$ cat src/rtl/cnt_sched_pkg.sv
`default_nettype none
// ============================================================================
// Module      : cnt_sched_pkg
// Description : Shared types and helpers for the counter scheduler.
//               - sched_state_e : scheduler FSM state encoding (2 bits)
//               - idx_width()   : width of a requester index for N requesters
// Revision    : 1.0 - initial release
// ============================================================================
package cnt_sched_pkg;

  typedef enum logic [1:0] {
    IDLE = 2'd0,
    LOAD = 2'd1,
    RUN  = 2'd2,
    DONE = 2'd3
  } sched_state_e;

  // Index width for n requesters; a single requester still needs one bit.
  function automatic int idx_width(input int n);
    return (n > 1) ? $clog2(n) : 1;
  endfunction

endpackage
`default_nettype wire

$ cat src/rtl/cnt_sched_rr_arb.sv
`default_nettype none
// ============================================================================
// Module      : cnt_sched_rr_arb
// Description : Combinational round-robin pick. Chooses the first set request
//               bit at or after the pointer, wrapping modulo N.
// Ports       : i_req   [N]  request vector
//               i_ptr   [IW] round-robin start position (0..N-1)
//               o_gnt   [N]  one-hot winner (0 when no request)
//               o_idx   [IW] winner index (0 when no request)
//               o_valid      at least one request present
// Revision    : 1.0 - initial release
// ============================================================================
module cnt_sched_rr_arb #(
  parameter int N  = 4,
  parameter int IW = 2
) (
  input  logic [N-1:0]  i_req,
  input  logic [IW-1:0] i_ptr,
  output logic [N-1:0]  o_gnt,
  output logic [IW-1:0] o_idx,
  output logic          o_valid
);

  // One extra bit so ptr + offset cannot overflow before the wrap.
  logic [IW:0]   w_sum;
  logic [IW-1:0] w_pos;

  always_comb begin
    o_valid = 1'b0;
    o_idx   = '0;
    o_gnt   = '0;
    w_sum   = '0;
    w_pos   = '0;
    // Walk offsets from farthest to nearest so the nearest hit wins.
    for (int off = N - 1; off >= 0; off--) begin
      w_sum = {1'b0, i_ptr} + (IW+1)'(off);
      if (w_sum >= (IW+1)'(N)) begin
        w_sum = w_sum - (IW+1)'(N);
      end
      w_pos = w_sum[IW-1:0];
      if (i_req[w_pos]) begin
        o_valid = 1'b1;
        o_idx   = w_pos;
      end
    end
    if (o_valid) begin
      o_gnt[o_idx] = 1'b1;
    end
  end

endmodule
`default_nettype wire

$ cat src/rtl/cnt_sched.sv
`default_nettype none
// ============================================================================
// Module      : cnt_sched
// Description : Time-shares one counter among N requesters needing a one-shot
//               timeout. A round-robin pick loads the owner's threshold, the
//               counter is cleared and enabled, and terminal count ends the job
//               with a one-cycle completion pulse.
//               FSM: IDLE -> LOAD -> RUN -> DONE -> IDLE.
// Build macro : CNT_SCHED_ABORT_EN - adds abort_i/aborted_o; an owner abort in
//               LOAD or RUN ends the job immediately.
// Ports       : clk_i, rst_ni      clock, async active-low reset
//               req_i   [N]        level requests, held until grant
//               thr_i   [N*W]      per-requester thresholds
//               gnt_o   [N]        one-hot grant pulse (LOAD)
//               done_o  [N]        one-hot completion pulse (DONE)
//               busy_o             FSM not in IDLE
//               cur_idx_o [IW]     current owner index
//               cnt_en_o/clr_o/ld_o/ld_val_o/thr_o  counter control
//               cnt_tc_i           counter terminal count
//               abort_i/aborted_o  [N] (CNT_SCHED_ABORT_EN only)
// Revision    : 1.0 - initial release
// ============================================================================
module cnt_sched
  import cnt_sched_pkg::*;
#(
  parameter int N = 4,
  parameter int W = 32,
  localparam int IW = idx_width(N)
) (
  input  logic          clk_i,
  input  logic          rst_ni,
  input  logic [N-1:0]  req_i,
  input  logic [N*W-1:0] thr_i,
  output logic [N-1:0]  gnt_o,
  output logic [N-1:0]  done_o,
  output logic          busy_o,
  output logic [IW-1:0] cur_idx_o,
  output logic          cnt_en_o,
  output logic          cnt_clr_o,
  output logic          cnt_ld_o,
  output logic [W-1:0]  cnt_ld_val_o,
  output logic [W-1:0]  cnt_thr_o,
`ifdef CNT_SCHED_ABORT_EN
  input  logic [N-1:0]  abort_i,
  output logic [N-1:0]  aborted_o,
`endif
  input  logic          cnt_tc_i
);

  sched_state_e  r_state;
  sched_state_e  w_state_nxt;
  logic [IW-1:0] r_ptr;
  logic [IW-1:0] r_idx;
  logic [W-1:0]  r_thr;
  logic [N-1:0]  r_own;     // one-hot copy of r_idx, drives gnt/done directly

  logic [N-1:0]  w_arb_gnt;
  logic [IW-1:0] w_arb_idx;
  logic          w_arb_valid;
  logic [W-1:0]  w_thr_arr [N];
  logic          w_abort;

  // Unpack the flat threshold bus into per-requester slices.
  for (genvar k = 0; k < N; k++) begin : g_thr
    assign w_thr_arr[k] = thr_i[k*W +: W];
  end

  cnt_sched_rr_arb #(
    .N  (N),
    .IW (IW)
  ) u_arb (
    .i_req   (req_i),
    .i_ptr   (r_ptr),
    .o_gnt   (w_arb_gnt),
    .o_idx   (w_arb_idx),
    .o_valid (w_arb_valid)
  );

`ifdef CNT_SCHED_ABORT_EN
  logic r_aborted;
  // Only the current owner's abort bit matters.
  assign w_abort   = |(abort_i & r_own);
  assign aborted_o = ((r_state == DONE) && r_aborted) ? r_own : '0;
`else
  assign w_abort   = 1'b0;
`endif

  // State and job registers
  always_ff @(posedge clk_i or negedge rst_ni) begin
    if (!rst_ni) begin
      r_state <= IDLE;
      r_ptr   <= '0;
      r_idx   <= '0;
      r_thr   <= '0;
      r_own   <= '0;
    end else begin
      r_state <= w_state_nxt;
      // Request sampling happens only in IDLE; later req/thr changes are ignored.
      if ((r_state == IDLE) && w_arb_valid) begin
        r_idx <= w_arb_idx;
        r_thr <= w_thr_arr[w_arb_idx];
        r_own <= w_arb_gnt;
      end
      if (r_state == DONE) begin
        r_ptr <= (r_idx == IW'(N - 1)) ? '0 : r_idx + 1'b1;
      end
    end
  end

`ifdef CNT_SCHED_ABORT_EN
  always_ff @(posedge clk_i or negedge rst_ni) begin
    if (!rst_ni) begin
      r_aborted <= 1'b0;
    end else if (((r_state == LOAD) || (r_state == RUN)) && w_abort) begin
      r_aborted <= 1'b1;
    end else if (r_state == DONE) begin
      r_aborted <= 1'b0;
    end
  end
`endif

  // Next state and state-decoded outputs
  always_comb begin
    w_state_nxt = r_state;
    gnt_o       = '0;
    done_o      = '0;
    busy_o      = 1'b0;
    cnt_en_o    = 1'b0;
    cnt_clr_o   = 1'b0;
    case (r_state)
      IDLE: begin
        if (w_arb_valid) begin
          w_state_nxt = LOAD;
        end
      end
      LOAD: begin
        busy_o      = 1'b1;
        gnt_o       = r_own;
        cnt_clr_o   = 1'b1;
        w_state_nxt = w_abort ? DONE : RUN;
      end
      RUN: begin
        busy_o   = 1'b1;
        cnt_en_o = 1'b1;
        // Abort takes precedence but both paths land in DONE.
        if (w_abort || cnt_tc_i) begin
          w_state_nxt = DONE;
        end
      end
      DONE: begin
        busy_o      = 1'b1;
        done_o      = r_own;
        cnt_clr_o   = 1'b1;
        w_state_nxt = IDLE;
      end
      default: begin
        w_state_nxt = IDLE;
      end
    endcase
  end

  assign cur_idx_o    = r_idx;
  assign cnt_thr_o    = r_thr;   // only changes on IDLE->LOAD, so it holds between loads
  assign cnt_ld_o     = 1'b0;
  assign cnt_ld_val_o = '0;

endmodule
`default_nettype wire
$ cat config.mk
export PLATFORM = sky130hd
export DESIGN_NAME = cnt_sched
export DESIGN_NICKNAME = d
export VERILOG_FILES = /design/src/rtl/cnt_sched_pkg.sv /design/src/rtl/cnt_sched_rr_arb.sv /design/src/rtl/cnt_sched.sv
export SDC_FILE = /design/constraint.sdc
export NUM_CORES = 1
export LEC_CHECK = 0
export CORE_ASPECT_RATIO = 0.75
export CORE_MARGIN = 3
export CORE_UTILIZATION = 25
export CTS_BUF_LIST = sky130_fd_sc_hd__clkbuf_8
export CTS_CLUSTER_SIZE = 25
export DETAILED_ROUTE_END_ITERATION = 7
export RECOVER_POWER = 25
export SYNTH_ARGS = -nofsm -noshare
export SYNTH_HDL_FRONTEND = slang
export SYNTH_SLANG_ARGS = --single-unit
export TNS_END_PERCENT = 10
$ cat constraint.sdc
create_clock -name clk_i -period 1.8 [get_ports clk_i]
set_input_delay 0.27 -clock clk_i [delete_from_list [all_inputs] [get_ports clk_i]]
set_output_delay 0.27 -clock clk_i [all_outputs]
set_load 0.03 [all_outputs]
==> metrics.md, run 1 <==
| Metric | Value |
|---|---|
| Leak | 0.00238 µW |
| Slew @ Worst Pin | 1.14 ns |
| Placer congestion estimate | 0.777 |
| Wire per inst | 15.7 µm |
| Crit end category | flop |
| Clock Latency Late Sink | 0.29 ns |
| Avg Cell Area, Syn | 10.6 µm² |
| Crit-path max FO | 6 |
| Synthesis-stage register bit count | 42 |
| Final min period | 1.91 ns |
| CTS Buf Count | 5 |
| Final critical-path share of the clock period | 106% |
| Compound-cell area share of the yosys netlist | 19.0% |
| Setup repair after global routing missed its margin | yes |
| Placed cells | 623 |
| Layout cells sized above 1 | 15.5% |
| Fin util | 46.4% |
| Register area share after synthesis | 35.7% |
| I/O pin total | 213 |
| Yosys top cell by area | dfrtp_1 |
| Number of clock sinks | 42 |
| Fillcell total | 1,071 |
| Core area | 0.0112 mm² |
| Worst-path clk slew | 0.09 ns |
| Crit path cell chain | clkdlybuf4s50_1, or3b_4, o221ai_4, buf_6, clkbuf_16, mux2i_2, a2bb2oi_1, o21ai_1 |
| FP Rows | 33 |
| Failing checks | negative setup slack |
| Crit path max-delay family | buffers and inverters |
| Detailed-route via count | 2,787 |
| Post-Synth XOR/XNOR Area | 0% |
| Adder-cell share of the synthesized area | 2.55% |
| Setup violators final | 30 |
| DRT Pass-1 Iters | 4 |
| Worst vdd ir | 537 µV |
| Crit-path max cell delay | 0.48 ns |
| Worst slew margin | 23.8% |
| Fin Clk Skew | 0.00913 ns |
| Synth-to-Final Area Change | 76.7% |
| Post-synth EDFFs | 0 |
| Synth warnings | 0 |
| Nets@finish | 625 |
| Initial Util | 26.2% |
| Port buffer count | 179 |
| Post-route antenna net violation count | 0 |
| Largest net degree at the start of global routing | 28 |
| Most frequent cells in the layout | clkdlybuf4s50_1, mux2i_1, dfrtp_1 |
| Ant. Diodes | 0 |
| Synth Cell Area | 0.00295 mm² |
| Post-synthesis mux area share | 22.6% |
| H-tree levels | 2 |
| Non-filler cells in the finished layout | 642 |
| Most common cell after layout, fill and taps aside | clkdlybuf4s50_1 |
| Slowest-stage cell, CP | clkdlybuf4s50_1 |
| Synth Flop Type | dfrtp_1 |
| Vias in the first global route | 2,968 |
| Placed inst area | 0.00486 mm² |
| Post-Synth Simple-Gate Area | 4.93% |
| Crit path DAT | 2.09 ns |
| Max Cap Viol | 0 |
| Worst EP required | 1.98 ns |
| Post-route cell area | 0.00521 mm² |
| Area share of the largest cell type after synthesis | 35.7% |
| Final Slew Violations | 0 |
| Root buffer cell | clkbuf_8 |
| Residual DRC count | 0 |
| Setup CP Type | in2reg |
| Area contributors post-synth | dfrtp_1, mux2i_1, a2bb2oi_1, buf_4, o21ai_1 |
| Antenna violations before repair | 0 |
| Largest family of logic cells by synthesized area | multiplexers |
| Die H | 100 µm |
| Tightest Hold Check Type | reg2reg |
| Total GRT Usage | 14.7% |
| Die W | 131 µm |
| Post-Syn Instances | 278 |
| DR iter-0 viols | 50 |
| Grt total ovfl | 0 |
| DP HPWL | 7.58 mm |
| CTS tree | yes |
| Synth cell types | 33 |
| Peak Freq | 522 MHz |
| Worst Path Buf+Inv | 3 |
| Vias/cell | 4.34 |
| Routed WL | 10.1 mm |
| PD cells | 1480 mW/mm² |
| Synth async-reset ratio | 100% |
| First-pass GRT wire length | 15.5 mm |
| DIE AREA | 0.0131 mm² |
| Outcome | complete, but fails checks |
| PnR worst setup slack | -0.115 ns |
| Final Hold Vio Count | 0 |
| CP startpoint kind | input pin |
| Bufs on Longest Clock Path | 2 |
sequential cells by signal, indices dropped and copies added (netlist names):
register,flops
r_ptr,2
r_state,2
r_own,4
cur_idx_o,2
cnt_thr_o,32
kinds of logic (layout without fill, tap and decap cells):
group | Yosys count | count (layout)
compound gates | 79 | 79
mux | 66 | 66
buf+inv | 57 | 232
flops | 42 | 42
simple gates | 27 | 27
fa+ha+maj | 6 | 6
other cells | 1 | 33
layout make-up:
class	instances	area, µm²	share of cell area (%)
Inverter	6	22.5	0.433
Multi-Input combinational cell	211	1630	31.2
Tap cell	157	196	3.77
Clock buffer	5	68.8	1.32
Clock inverter	3	40.0	0.769
Timing Repair Buffer	218	2200	42.2
Sequential cell	42	1050	20.2
through the flow:
step	setup TNS (ns)	hold WS (ns)	setup WS (ns)	power, µW
after floorplan	0	-0.0256	0.0898	4810
after global placement	-11.85	0.256	-0.368	6510
after detailed placement	-13.12	0.254	-0.406	6590
after CTS	-1.13	0.487	-0.0620	7630
after global routing	-3.74	0.535	-0.170	8210
final	-1.16	0.504	-0.115	7680
final timing paths:
check	depth (start not counted)	end	startpoint	slack [ns]
max	8	cnt_thr_o[23]$_DFFE_PN0P_	req_i[0]	-0.11
min	2	cnt_thr_o[3]$_DFFE_PN0P_	cnt_thr_o[3]$_DFFE_PN0P_	0.50
max reg2reg	7	cnt_thr_o[23]$_DFFE_PN0P_	r_ptr[1]$_DFFE_PN0P_	-0.11
min reg2reg	2	cnt_thr_o[3]$_DFFE_PN0P_	cnt_thr_o[3]$_DFFE_PN0P_	0.50
max in group asynchronous	3	cnt_thr_o[12]$_DFFE_PN0P_	rst_ni	0.17
min in group asynchronous	2	cnt_thr_o[2]$_DFFE_PN0P_	rst_ni	0.74
routing by layer:
metal | wire length, µm | share of wire (%) | up-vias | track usage (%)
met5 | 0 | 0 | - | 0
met4 | 108 | 1.1 | 0 | 3.39
met3 | 1060 | 10 | 7 | 5.76
met2 | 4790 | 47 | 147 | 25.0
met1 | 4150 | 41 | 1282 | 17.7
li1 | - | - | 1351 | -
where the power goes:
part	internal [µW]	leakage [µW]	switching [µW]
sequential	1410	0.000519	287
clock	409	0.0000579	338
combinational	2580	0.00181	2660
repair_timing:
| item | 4_1_cts | 5_1_grt |
|---|---|---|
| hold endpoints to repair | 18 | 0 |
| pin swaps | 20 | 12 |
| setup endpoints to repair | 37 | 40 |
| cloned | 2 | 2 |
| gates resized for setup | 24 | 13 |
| hold buffers | 1 | 0 |
| buffers inserted | 4 | 2 |
cells in the mapped netlist (all sizes together) (2+ instances only):
cell,n
mux2i,64
buf,46
dfrtp,42
o21ai,39
a2bb2oi,32
nand2,10
and2,9
ha,6
inv,6
clkbuf,5
mux2,2
nor2b,2
worst min-delay path, stage by stage, from the launching register on:
cell       delay [ns]
dfrtp_1          0.35
a2bb2oi_1        0.06
o21ai_1          0.07
No activity file was read; power rests on OpenSTA's default activity.
==> inputs of run 2 (changes only) <==
--- a/config.mk
+++ b/config.mk
@@ -11,6 +11,7 @@
 export CTS_BUF_LIST = sky130_fd_sc_hd__clkbuf_8
 export CTS_CLUSTER_SIZE = 25
 export DETAILED_ROUTE_END_ITERATION = 7
+export MAX_ROUTING_LAYER = met4
 export RECOVER_POWER = 25
 export SYNTH_ARGS = -nofsm -noshare
 export SYNTH_HDL_FRONTEND = slang
==> constraint.sdc (replaced) <==
create_clock -name clk_i -period 2.2 [get_ports clk_i]
set_input_delay 0.55 -clock clk_i [delete_from_list [all_inputs] [get_ports clk_i]]
set_output_delay 0.55 -clock clk_i [all_outputs]
set_load 0.03 [all_outputs]
==> run 2 against run 1 <==
Against the previous run: final cell count fell by 1.9%; critical path depth did not move; count of clock-buffer cells in the layout did not move; power fell by 22%; critical endpoint is now cnt_thr_o[12]$_DFFE_PN0P_; highest routed layer unchanged; the flow now finishes without violations; clock power fell by 37%; clock skew rose by 0.0017 ns.
==> metrics.md, run 2 (same netlist as run 1, synthesis figures left out) <==
| Metric | Value |
|---|---|
| I/O pin total | 213 (unchanged) |
| Core area | 0.0112 mm² (unchanged) |
| Crit end category | flop |
| Antenna violations before repair | 0 (unchanged) |
| Worst-path clk slew | 0.09 ns (about the same) |
| Slew @ Worst Pin | 1.17 ns (+0.0273 ns) |
| Outcome | finished, final reports clean |
| First-pass GRT wire length | 15.3 mm (-1.4%) |
| R2r endpoint | cnt_thr_o[12]$_DFFE_PN0P_ |
| Final Slew Violations | 0 (unchanged) |
| Vias in the first global route | 2,935 (-1.1%) |
| CTS Buf Count | 5 (unchanged) |
| Hold-fix buffers at CTS | 0 (-1) |
| Layout cells sized above 1 | 11.2% (-4.3 points) |
| R2r startpoint | r_ptr[1]$_DFFE_PN0P_ |
| PD cells | 1180 mW/mm² (-20%) |
| Final critical-path share of the clock period | 98.3% |
| Hold WS | 0.469 ns (-0.0352 ns) |
| Reg2Reg Depth | 7 (unchanged) |
| Setup violators final | 0 (-100%) |
| Final Hold Vio Count | 0 (unchanged) |
| Number of clock sinks | 42 (unchanged) |
| Crit path DAT | 2.34 ns (+0.25 ns) |
| Worst EP required | 2.37 ns (+0.39 ns) |
| Bufs on Longest Clock Path | 2 (unchanged) |
| Fin Clk Skew | 0.0108 ns (+0.00166 ns) |
| R2R setup slack | 0.25 ns (+0.36 ns) |
| Crit-path max FO | 13 (+7) |
| Max reg flops | 32 (unchanged) |
| Vias/cell | 4.37 (+0.59%) |
| CP startpoint kind | input pin |
| Wire per inst | 15.9 µm (+1.3%) |
| Psw | 2660 µW (-19%) |
| Post-route antenna net violation count | 0 (unchanged) |
| Net Sw Frac | 44.3% (+1.6 points) |
| Synth-to-Final Area Change | 72.4% |
| Ant. Diodes | 0 (unchanged) |
| Clock Latency Late Sink | 0.29 ns (about the same) |
| Leak | 0.00234 µW (-1.7%) |
| Setup repair after global routing missed its margin | yes |
| Most frequent cells in the layout | clkdlybuf4s50_1, mux2i_1, dfrtp_1 |
| Detailed-route via count | 2,751 (-1.3%) |
| H-tree levels | 2 (unchanged) |
| Most common cell after layout, fill and taps aside | clkdlybuf4s50_1 |
| Nets@finish | 614 (-1.8%) |
| DIE AREA | 0.0131 mm² (unchanged) |
| Fin util | 45.2% (-1.1 points) |
| CTS tree | yes |
| Seq pwr share | 23.5% (+1.4 points) |
| Peak Freq | 462 MHz |
| Die W | 131 µm (unchanged) |
| Routed WL | 10.0 mm (-0.58%) |
| Port buffer count | 179 (unchanged) |
| Int Power | 3350 µW (-24%) |
| Clock share of power | 7.8% (-1.9 points) |
| DP HPWL | 7.72 mm (+1.8%) |
| Initial Util | 26.2% (unchanged) |
| Worst slew margin | 22.0% (-1.8 points) |
| Die H | 100 µm (unchanged) |
| Residual DRC count | 0 (unchanged) |
| Root buffer cell | clkbuf_8 |
| DRT Pass-1 Iters | 4 (unchanged) |
| Largest net degree at the start of global routing | 28 (unchanged) |
| Logic pwr share | 68.7% (+0.6 points) |
| Worst vdd ir | 430 µV (-20%) |
| DR iter-0 viols | 72 (+44%) |
| FP Rows | 33 (unchanged) |
| Total GRT Usage | 14.9% (+0.21 points) |
| Placed inst area | 0.00487 mm² (+0.21%) |
| Placer congestion estimate | 0.764 (-1.7%) |
| Tightest Hold Check Type | in2async |
| Max Cap Viol | 0 (unchanged) |
| Post-route cell area | 0.00508 mm² (-2.4%) |
| Final min period | 2.16 ns |
| Setup CP Type | in2reg |
| Total power | 6010 µW (-22%) |
| Grt total ovfl | 0 (unchanged) |
==> run 2: cell count changes in the layout (fill, tap and decap cells not counted), moves of 2 or more <==
cell / before / now
buf_12: 4 / 6
a2bb2oi_1: 31 / 29
a2bb2oi_2: 1 / 3
inv_1: 6 / 8
clkinv_2: 2 / 0
buf_4: 33 / 19
dlygate4sd2_1: 0 / 9
clkdlybuf4s15_2: 3 / 1
buf_6: 2 / 0
==> run 2: how the worst max path moves through the flow <==
stage	slack (ns)	end	depth (start not counted)	start
6_report	0.04	cnt_thr_o[12]$_DFFE_PN0P_	8	req_i[0]
5_1_grt	-0.02	cnt_thr_o[5]$_DFFE_PN0P_	8	req_i[0]
4_1_cts	0.03	cnt_thr_o[25]$_DFFE_PN0P_	7	req_i[1]
3_5_place_dp	-0.31	cnt_thr_o[26]$_DFFE_PN0P_	7	req_i[1]
3_3_place_gp	-0.25	cnt_thr_o[20]$_DFFE_PN0P_	7	req_i[0]
2_1_floorplan	0.39	cnt_thr_o[0]$_DFFE_PN0P_	6	req_i[1]
==> run 2: layout make-up <==
type                    instances  area [µm²]
clock buffers                   5        68.8
clock inverters                 2        7.51
fillers                      1066        6150
inverters                       6        22.5
multi-input cells             211        1640
flip-flops and latches         42        1050
well taps                     157         196
repair buffers                207        2100
==> run 2: critical path, cell delays in order <==
cell and delay (ns):
clkdlybuf4s50_1 0.48, or3b_4 0.41, o221ai_4 0.09, buf_12 0.16
buf_12 0.16, mux2i_2 0.26, a2bb2oi_2 0.14, o21ai_1 0.07
==> run 2: per-stage QoR <==
step,instances,setup WS [ns],setup TNS [ns]
after detailed placement,619,-0.313,-9.83
final,630,0.0374,0
after CTS,626,0.0276,0
after global routing,630,-0.0232,-0.0596
after floorplan,310,0.391,0
after global placement,619,-0.254,-7.36
==> run 2: timing repair <==
| action | in CTS | in global routing |
|---|---|---|
| pin swaps | 1 | 4 |
| cloned | 0 | 2 |
| setup buffers | 0 | 2 |
| setup endpoints to repair | 12 | 37 |
| gates resized for setup | 13 | 19 |
==> run 2: power groups by stage <==
stage               registers [µW]  logic [µW]  clock network [µW]
detailed placement            1410        3990                   0
global route                  1470        4430                 542
finish                        1410        4130                 471
global placement              1390        3930                   0
floorplan                     1970        1970                   0
CTS                           1400        3950                 502
==> run 2: routing by layer <==
layer | vias up | global-route usage (%) | wire length [µm]
met3 | 4 | 5.21 | 811
li1 | 1326 | - | -
met1 | 1281 | 18.2 | 4540
met2 | 140 | 24.2 | 4640
met5 | - | - | 0
met4 | 0 | 2.91 | 48
